===== src/rtl/rf_sched_pkg.sv =====
// rf_sched_pkg: shared widths, r0 constant and writeback entry type for the regfile write scheduler.
package rf_sched_pkg;
  localparam int DATA_W = 32;
  localparam int ADDR_W = 5;
  localparam int STARVE_MAX_DEF = 4;
  localparam logic [ADDR_W-1:0] REG_ZERO = 5'd0;
  typedef struct packed {
    logic [ADDR_W-1:0] addr;
    logic [DATA_W-1:0] data;
  } wb_entry_t;
endpackage


===== src/rtl/regfile_write_sched_if.sv =====
// regfile_write_sched_if: writer, decode and regfile-port signals of the write scheduler.
interface regfile_write_sched_if;
  import rf_sched_pkg::*;
  logic              alu_wr_valid;
  logic [ADDR_W-1:0] alu_wr_addr;
  logic [DATA_W-1:0] alu_wr_data;
  logic              mdu_wr_valid;
  logic              mdu_wr_ready;
  logic [ADDR_W-1:0] mdu_wr_addr;
  logic [DATA_W-1:0] mdu_wr_data;
  logic              issue_valid;
  logic [ADDR_W-1:0] issue_dst;
  logic [ADDR_W-1:0] rd_addr1;
  logic [ADDR_W-1:0] rd_addr2;
  logic              rd_stall;
  logic              waw_stall;
  logic              starve_stall;
  logic [ADDR_W-1:0] rf_waddr;
  logic [DATA_W-1:0] rf_wdata;
  logic              rf_we;
  modport master (
    output alu_wr_valid, alu_wr_addr, alu_wr_data, mdu_wr_valid, mdu_wr_addr, mdu_wr_data,
           issue_valid, issue_dst, rd_addr1, rd_addr2,
    input  mdu_wr_ready, rd_stall, waw_stall, starve_stall, rf_waddr, rf_wdata, rf_we
  );
  modport slave (
    input  alu_wr_valid, alu_wr_addr, alu_wr_data, mdu_wr_valid, mdu_wr_addr, mdu_wr_data,
           issue_valid, issue_dst, rd_addr1, rd_addr2,
    output mdu_wr_ready, rd_stall, waw_stall, starve_stall, rf_waddr, rf_wdata, rf_we
  );
endinterface


===== src/rtl/wb_fifo.sv =====
// wb_fifo: small synchronous FIFO of writeback entries; wrap-bit pointers distinguish full from empty.
module wb_fifo import rf_sched_pkg::*; #(
  parameter int DEPTH = 2
) (
  input  logic      clk,
  input  logic      rst_n,
  input  logic      push,
  input  logic      pop,
  input  wb_entry_t din,
  output wb_entry_t dout,
  output logic      full,
  output logic      empty
);
  localparam int AW = DEPTH > 1 ? $clog2(DEPTH) : 1;
  wb_entry_t mem [DEPTH];
  logic [AW:0] wp, rp;
  assign empty = wp == rp;
  assign full = (wp[AW] != rp[AW]) && (wp[AW-1:0] == rp[AW-1:0]);
  assign dout = mem[rp[AW-1:0]];
  always_ff @(posedge clk) begin
    if (push && !full) mem[wp[AW-1:0]] <= din;
  end
  always_ff @(posedge clk or negedge rst_n) begin
    if (!rst_n) begin
      wp <= '0;
      rp <= '0;
    end else begin
      if (push && !full) wp <= wp + 1'b1;
      if (pop && !empty) rp <= rp + 1'b1;
    end
  end
endmodule


===== src/rtl/regfile_write_sched.sv =====
// regfile_write_sched: arbitrates the single regfile write port between ALU and buffered MDU, tracks pending MDU destinations.
module regfile_write_sched import rf_sched_pkg::*; #(
  parameter int BUF_DEPTH  = 2,
  parameter int STARVE_MAX = STARVE_MAX_DEF
) (
  input logic                 clk,
  input logic                 rst_n,
  regfile_write_sched_if.slave bus
);
  localparam int NREG = 1 << ADDR_W;
  localparam int CW = $clog2(STARVE_MAX + 1);
  logic full, empty, push, pop, alu_win, fifo_commit, hit;
  wb_entry_t head, nxt, out_q;
  logic we_q, starve_q;
  logic [NREG-1:0] pending, set_v, clr_v;
  logic [CW-1:0] cnt, cnt_nxt;
  assign alu_win = bus.alu_wr_valid && bus.alu_wr_addr != REG_ZERO;
  assign pop = !alu_win && !empty;
  assign push = bus.mdu_wr_valid && !full;
  assign fifo_commit = pop && head.addr != REG_ZERO;
  wb_fifo #(.DEPTH(BUF_DEPTH)) u_fifo (
    .clk(clk), .rst_n(rst_n), .push(push), .pop(pop),
    .din(wb_entry_t'{addr: bus.mdu_wr_addr, data: bus.mdu_wr_data}),
    .dout(head), .full(full), .empty(empty)
  );
  // r0 entries from the FIFO are consumed but committed as idle writes
  assign nxt = alu_win ? wb_entry_t'{addr: bus.alu_wr_addr, data: bus.alu_wr_data} : fifo_commit ? head : '0;
  assign set_v = (bus.issue_valid && bus.issue_dst != REG_ZERO) ? NREG'(1) << bus.issue_dst : '0;
  assign clr_v = fifo_commit ? NREG'(1) << head.addr : '0;
  assign hit = alu_win && !empty && cnt == CW'(STARVE_MAX - 1);
  assign cnt_nxt = (pop || empty || hit) ? '0 : cnt + CW'(1);
  always_ff @(posedge clk or negedge rst_n) begin
    if (!rst_n) begin
      out_q <= '0;
      we_q <= 1'b0;
      starve_q <= 1'b0;
      cnt <= '0;
      pending <= '0;
    end else begin
      out_q <= nxt;
      we_q <= alu_win || fifo_commit;
      starve_q <= hit;
      cnt <= cnt_nxt;
      pending <= (pending & ~clr_v) | set_v;
    end
  end
  assign bus.mdu_wr_ready = !full;
  assign bus.rd_stall = pending[bus.rd_addr1] | pending[bus.rd_addr2];
  assign bus.waw_stall = bus.issue_valid & pending[bus.issue_dst];
  assign bus.starve_stall = starve_q;
  assign bus.rf_waddr = out_q.addr;
  assign bus.rf_wdata = out_q.data;
  assign bus.rf_we = we_q;
endmodule


===== src/flat_wrapper.sv =====
// flat-port wrapper written by rule: the top's interface ports become plain ports
module regfile_write_sched_flat import rf_sched_pkg::*;
#(
  parameter int BUF_DEPTH  = 2,
  parameter int STARVE_MAX = STARVE_MAX_DEF
)
  (clk, rst_n, bus_alu_wr_valid, bus_alu_wr_addr, bus_alu_wr_data, bus_mdu_wr_valid, bus_mdu_wr_addr, bus_mdu_wr_data, bus_issue_valid, bus_issue_dst, bus_rd_addr1, bus_rd_addr2, bus_mdu_wr_ready, bus_rd_stall, bus_waw_stall, bus_starve_stall, bus_rf_waddr, bus_rf_wdata, bus_rf_we);
  regfile_write_sched_if bus_i ();
  input logic clk;
  input logic rst_n;
  input wire logic [$bits(bus_i.alu_wr_valid)-1:0] bus_alu_wr_valid;
  input wire logic [$bits(bus_i.alu_wr_addr)-1:0] bus_alu_wr_addr;
  input wire logic [$bits(bus_i.alu_wr_data)-1:0] bus_alu_wr_data;
  input wire logic [$bits(bus_i.mdu_wr_valid)-1:0] bus_mdu_wr_valid;
  input wire logic [$bits(bus_i.mdu_wr_addr)-1:0] bus_mdu_wr_addr;
  input wire logic [$bits(bus_i.mdu_wr_data)-1:0] bus_mdu_wr_data;
  input wire logic [$bits(bus_i.issue_valid)-1:0] bus_issue_valid;
  input wire logic [$bits(bus_i.issue_dst)-1:0] bus_issue_dst;
  input wire logic [$bits(bus_i.rd_addr1)-1:0] bus_rd_addr1;
  input wire logic [$bits(bus_i.rd_addr2)-1:0] bus_rd_addr2;
  output wire logic [$bits(bus_i.mdu_wr_ready)-1:0] bus_mdu_wr_ready;
  output wire logic [$bits(bus_i.rd_stall)-1:0] bus_rd_stall;
  output wire logic [$bits(bus_i.waw_stall)-1:0] bus_waw_stall;
  output wire logic [$bits(bus_i.starve_stall)-1:0] bus_starve_stall;
  output wire logic [$bits(bus_i.rf_waddr)-1:0] bus_rf_waddr;
  output wire logic [$bits(bus_i.rf_wdata)-1:0] bus_rf_wdata;
  output wire logic [$bits(bus_i.rf_we)-1:0] bus_rf_we;
  assign bus_i.alu_wr_valid = bus_alu_wr_valid;
  assign bus_i.alu_wr_addr = bus_alu_wr_addr;
  assign bus_i.alu_wr_data = bus_alu_wr_data;
  assign bus_i.mdu_wr_valid = bus_mdu_wr_valid;
  assign bus_i.mdu_wr_addr = bus_mdu_wr_addr;
  assign bus_i.mdu_wr_data = bus_mdu_wr_data;
  assign bus_i.issue_valid = bus_issue_valid;
  assign bus_i.issue_dst = bus_issue_dst;
  assign bus_i.rd_addr1 = bus_rd_addr1;
  assign bus_i.rd_addr2 = bus_rd_addr2;
  assign bus_mdu_wr_ready = bus_i.mdu_wr_ready;
  assign bus_rd_stall = bus_i.rd_stall;
  assign bus_waw_stall = bus_i.waw_stall;
  assign bus_starve_stall = bus_i.starve_stall;
  assign bus_rf_waddr = bus_i.rf_waddr;
  assign bus_rf_wdata = bus_i.rf_wdata;
  assign bus_rf_we = bus_i.rf_we;
  regfile_write_sched #(.BUF_DEPTH(BUF_DEPTH), .STARVE_MAX(STARVE_MAX)) u_core (.clk(clk), .rst_n(rst_n), .bus(bus_i));
endmodule

===== config.mk =====
export PLATFORM = sky130hd
export DESIGN_NAME = regfile_write_sched_flat
export DESIGN_NICKNAME = d
export VERILOG_FILES = /design/src/rtl/rf_sched_pkg.sv /design/src/rtl/regfile_write_sched_if.sv /design/src/rtl/wb_fifo.sv /design/src/rtl/regfile_write_sched.sv /design/src/flat_wrapper.sv
export SDC_FILE = /design/constraint.sdc
export NUM_CORES = 1
export LEC_CHECK = 0
export BUFFER_PORTS_ARGS = -buffer_cell sky130_fd_sc_hd__buf_4
export CORE_MARGIN = 4
export CORE_UTILIZATION = 55
export DETAILED_ROUTE_END_ITERATION = 7
export MAX_ROUTING_LAYER = met4
export PLACE_DENSITY_LB_ADDON = 0.15
export SYNTH_ARGS = -nofsm -noshare
export SYNTH_HDL_FRONTEND = slang
export SYNTH_SLANG_ARGS = --single-unit

===== constraint.sdc =====
create_clock -name clk -period 4.2 [get_ports clk]
set_clock_uncertainty 0.2 [all_clocks]
set_input_delay 0.21 -clock clk [delete_from_list [all_inputs] [get_ports clk]]
set_output_delay 0.21 -clock clk [all_outputs]
set_load 0.005 [all_outputs]

Word-level counts from Yosys, hierarchy flattened
Memory sizes are Yosys's and may differ from the RTL's.
Index checks and enable logic that the tools add are counted.

storage, ports and cells
  register bits = 78
  bits in writable memories = 74
  bits of input ports = 94
  memories = 1

operators by class
  add/sub/neg operators = 3
  order comparisons = 3
  equal/unequal tests = 4
  shift operators = 2
  mux-type cells = 13
  bitwise operators = 5
  reduce and logical (&&, ||, !) cells = 19

memories
  name               words  bits a word  rd ports  clocked after Yosys merged registers in  write ports  line           source
  u_core.u_fifo.mem  2      37           1         0                                        1            wb_fifo.sv:15  wb_entry_t mem [DEPTH];

operators by type and width
  kind                                                                  count
  37-bit 2-to-1 mux                                                     2
  32-bit 2-to-1 mux                                                     2
  1-bit by 5-bit << shifter with 32-bit output, first input constant    2
  32-bit AND                                                            1
  32-bit NOT                                                            1
  32-bit bitwise OR                                                     1
  5-bit by 6-bit < comparator with 1-bit output, second input constant  3
  1-bit binary-select mux with 5-bit select                             3
  5-bit nonzero test                                                    3
  1-bit logical AND                                                     10
  1-bit 2-to-1 mux                                                      5
  2-bit by 1-bit adder with 2-bit output, second input constant         2
  3-bit by 1-bit adder with 3-bit output, second input constant         1
  3-bit by 2-bit == test with 1-bit output, second input constant       1
  1-bit zero test                                                       3
  1-bit logical OR                                                      3
  3-bit 2-to-1 mux                                                      1
  2-bit == test                                                         1
  1-bit AND                                                             1
  1-bit == test                                                         1
  1-bit inequality test                                                 1
  1-bit bitwise OR                                                      1

Longest topological paths before layout
  depth in word-level cells = 9
  gate-level depth with buffers = 9
  gate-level depth less buffers = 5

Cells and area by module
From an unflattened synthesis, not the netlist that was laid out.

second synthesis, totals
  cell total of the unflattened synthesis = 472
  area, all modules = 6846.6 um^2

modules (own cells, without submodules)
  module               instances  cells an instance  area an instance (um^2)  sequential area each (um^2)
  regfile_write_sched  1          327                3898.7                   1851.8
  wb_fifo              1          145                2947.8                   2322.2

Least setup slack after synthesis
Ideal clock, no wire load.

  path type = register -> register
  from = reg u_core.u_fifo.rp[0]
  to = mem u_core.u_fifo.mem[0][0] (netlist name), enable pin
  arrival = 2.395 ns
  path slack = 1.173 ns
  stages on the path, launching flop included = 6
  clock period less this slack = 3.027 ns
  cell sequence = dfrtp_1 buf_2 xnor2_1 nand2_1 nand2_1 nor2_1

on the way
  longest elaborated chain between the ends = 7

ends and longest elaborated chain
  element                                     line                       source
  start: declaration                          wb_fifo.sv:16              logic [AW:0] wp, rp;
  start signal: assignment                    wb_fifo.sv:29              if (pop && !empty) rp <= rp + 1'b1;
  1-bit == test (*)                           wb_fifo.sv:18              assign full = (wp[AW] != rp[AW]) && (wp[AW-1:0] == rp[AW-1:0]);
  1-bit logical AND (*)                       wb_fifo.sv:18
  1-bit zero test (*)                         -
  named net bus_mdu_wr_ready                  flat_wrapper.sv:21         output wire logic [$bits(bus_i.mdu_wr_ready)-1:0] bus_mdu_wr_ready;
  1-bit logical AND                           regfile_write_sched.sv:19  assign push = bus.mdu_wr_valid && !full;
  1-bit logical AND (*)                       wb_fifo.sv:21              if (push && !full) mem[wp[AW-1:0]] <= din;
  1-bit 2-to-1 mux (*)                        wb_fifo.sv:21
  1-bit 2-to-1 mux (implied by the code) (*)  wb_fifo.sv:21
  end: declaration                            wb_fifo.sv:15

The timed path passes the listed nets; every way through them passes the cells marked *.

==> results.md <==
- RR Startpoint: u_core.u_fifo.rp[0]
- Clk sinks: 152
- Distinct cell type count after synthesis: 48
- Postcts setup bufs: 0
- WL/cell: 20.4 um
- Initial DRC Count: 350
- Worst Hold Class: in -> reg
- Worst EP arrival: 3.03 ns
- Final Cell Area: 9220 um^2
- Slew @ Worst Pin: 1.16 ns
- Final TNS setup: 0 ns
- Maxcap violations: 0
- Static Leak: 3.84 nW
- Ys Warns: 0
- Cells after synthesis: 494
- Number of buffers created by CTS: 17
- FF-to-FF path depth: 6
- #FFs+latches synth: 152
- Deepest clock path buffer count: 2
- Ys async rst share: 51.3%
- Number of synthesized flops with an enable pin: 74
- TritonCTS clock tree: yes
- Total congestion overflow: 0
- Clock Latency Late Sink: 0.42 ns
- Commonest cells after routing, fill and taps aside: buf_4, dlygate4sd3_1, dfrtp_1
- Total GRT Usage: 27.4%
- Syn_nets: 590
- Detailed-route wire length: 17700 um
- Die Y: 118 um
- Max Clk Rate: 339 MHz
- CTS clk-pin slew, worst paths: 0.06 ns
- Reg-to-reg slack, setup: 1.25 ns
- Critical path class: reg -> reg
- Tmin final: 2.95 ns
- Port Buffers: 135
- Avg Vias per Cell: 5.83
- WHS: 0.0473 ns
- RSZ-0062 raised after global routing: false
- Status: finished, final reports clean
- DRC Markers: 0
- Vias in the first global route: 5451
- Required time worst endpoint: 4.28 ns
- Inst Count DP: 751
- Die width: 118 um
- Root Buffer: clkbuf_16
- Initial cell density of the core: 57.2%
- Finished Layout Cells: 868
- Final period util: 70.3%
- Htree depth: 4
- Core outline area: 11700 um^2
- Setup slack at placement: 1.27 ns
- Reg-to-reg critical path endpoint: u_core.bus.rf_waddr[1]
- Rel. slew slack: 22.5%
- I/O pin total: 136
- Synthesized cell area: 6670 um^2
- Worst-path fanout max: 20
- Hold Fails Final Rpt: 0
- Hold EP: u_core.pending[19]
- Final Worst Setup Slack: 1.25 ns
- First-pass GRT wire length: 28900 um
- Largest net degree at the start of global routing: 79
- Most common cell after layout, fill and taps aside: buf_4
- Share of post-route cells with drive strength above 1: 31.6%
- Num rows: 39
- Vias: 5059
- HPWL after DPL: 10600 um
- Die area: 14000 um^2
- Hold depth: 3
- Max VDD drop: 0.481 mV
- Final ANT Viol Nets: 0
- Antenna violations before repair: 1
- DR pass1 iterations: 5
- CP Capture Type: flip-flop
- Final-report setup violation count: 0
- Area after DPL: 7780 um^2
- Top_reg_cell synth: dfrtp_1
- Final nets: 807
- Mapped Avg Cell Area: 13.5 um^2
- Layout area overhead: 38.2%
- Register area share after synthesis: 62.5%
- Worst Setup Start Kind: flip-flop
- HP Start: bus_issue_dst[1]
- PwrDens: 649 nW/um^2
- Routability Congestion: 0.918
- Post-CTS Resized: 0
- Max-slew violations: 0
-- per-stage QoR --
| step | power, mW | util [%] |
|---|---|---|
| finish | 5.98 | 79.1 |
| global route | 6.30 | 79.1 |
| CTS | 5.95 | 79.1 |
| detailed placement | 4.35 | 66.7 |
| global placement | 4.28 | 66.7 |
| floorplan | 3.60 | - |
-- worst max-delay path, stage by stage (launching register included) --
cell     delay, ns
dfrtp_2       0.71
or3b_2        0.51
a21oi_1       0.17
nand2_1       0.12
o21ai_4       0.64
buf_4         0.34
o21ai_1       0.11
-- area by class of cell --
type	instances	area (um^2)
diodes	1	2.50
clock buffers	17	425
clock inverters	15	174
fillers	644	2440
inverters	5	18.8
multi-input cells	312	2360
flip-flops and latches	152	4180
well taps	143	179
repair buffers	223	1880
-- logic make-up (layout without fill, tap and decap cells) --
kind of cell               after synthesis  count (layout)  share of synthesized area [%]
DFF                                    152             152                           62.5
and+or+nand+nor                        118             118                           8.53
AOI/OAI and AO/OA                      115             115                           11.3
muxes                                   71              71                           14.3
buffers and inverters                   30             260                           2.16
xor gates and xnor gates                 6               6                          0.788
adders and majority gates                2               2                          0.375
other                                    0               1                              0
-- repair_timing --
action	4_1_cts	5_1_grt
hold buffers	84	0
endpoints found under the setup margin	0	0
endpoints found under the hold margin	198	0
-- cells in the mapped netlist, types with 2 or more instances --
| master | n | area share (%) |
|---|---|---|
| buf_6 | 3 | 0.51 |
| nand4_1 | 6 | 0.56 |
| nand2b_1 | 7 | 0.66 |
| a311oi_1 | 2 | 0.26 |
| nand3_1 | 12 | 0.90 |
| nand3b_1 | 3 | 0.34 |
| and2_1 | 3 | 0.28 |
| ha_1 | 2 | 0.37 |
| a22o_1 | 2 | 0.26 |
| inv_1 | 5 | 0.28 |
| xnor2_1 | 3 | 0.39 |
| mux2_2 | 6 | 1.0 |
| o21ai_0 | 66 | 4.9 |
| edfxtp_1 | 74 | 33 |
| nor2_1 | 13 | 0.73 |
| a22oi_1 | 2 | 0.22 |
| o211ai_1 | 2 | 0.22 |
| nand2_1 | 56 | 3.1 |
| mux4_2 | 19 | 6.4 |
| buf_2 | 7 | 0.52 |
| xor2_1 | 3 | 0.39 |
| buf_1 | 2 | 0.11 |
| mux2i_1 | 46 | 6.9 |
| dfrtp_1 | 78 | 29 |
| nor2b_1 | 7 | 0.66 |
| and3_1 | 2 | 0.19 |
| clkbuf_1 | 13 | 0.73 |
| o21ai_2 | 27 | 3.5 |
| o21ai_4 | 2 | 0.49 |
| o21ai_1 | 2 | 0.15 |
| a21oi_1 | 2 | 0.15 |
-- how the worst max path moves through the flow --
| stage | slack (ns) | cells past startpoint | to | from |
|---|---|---|---|---|
| global placement | 1.35 | 6 | u_core.bus.rf_waddr[1] | u_core.u_fifo.rp[0] |
| finish | 1.25 | 6 | u_core.bus.rf_waddr[1] | u_core.u_fifo.rp[0] |
| detailed placement | 1.27 | 6 | u_core.bus.rf_waddr[1] | u_core.u_fifo.rp[0] |
| CTS | 1.25 | 6 | u_core.bus.rf_waddr[1] | u_core.u_fifo.rp[0] |
| floorplan | 1.17 | 5 | u_core.u_fifo.mem[0][0] | u_core.u_fifo.rp[0] |
| global route | 1.02 | 6 | u_core.bus.rf_waddr[1] | u_core.u_fifo.rp[0] |
-- sequential cells by signal (all words and copies together), names as in the netlist --
| name | cells |
|---|---|
| u_core.bus.rf_we | 1 |
| u_core.pending | 32 |
| u_core.u_fifo.wp | 2 |
| u_core.u_fifo.mem | 74 |
| u_core.cnt | 3 |
| u_core.bus.rf_waddr | 5 |
| u_core.u_fifo.rp | 2 |
| u_core.bus.rf_wdata | 32 |
| u_core.bus.starve_stall | 1 |
-- routing by layer --
metal | vias up | wire length [um] | GRT usage (%)
met5 | - | 0 | -
met4 | 0 | 466 | 11.3
met3 | 41 | 1010 | 5.68
met2 | 211 | 8990 | 44.6
met1 | 2522 | 7210 | 33.8
li1 | 2285 | - | -
-- where the power goes --
group | switching (mW) | leakage, nW | internal (mW)
clock | 0.600 | 0.285 | 0.934
sequential | 0.369 | 1.64 | 2.17
combinational | 1.01 | 1.91 | 0.901
Power figures use the tool's default switching activity.
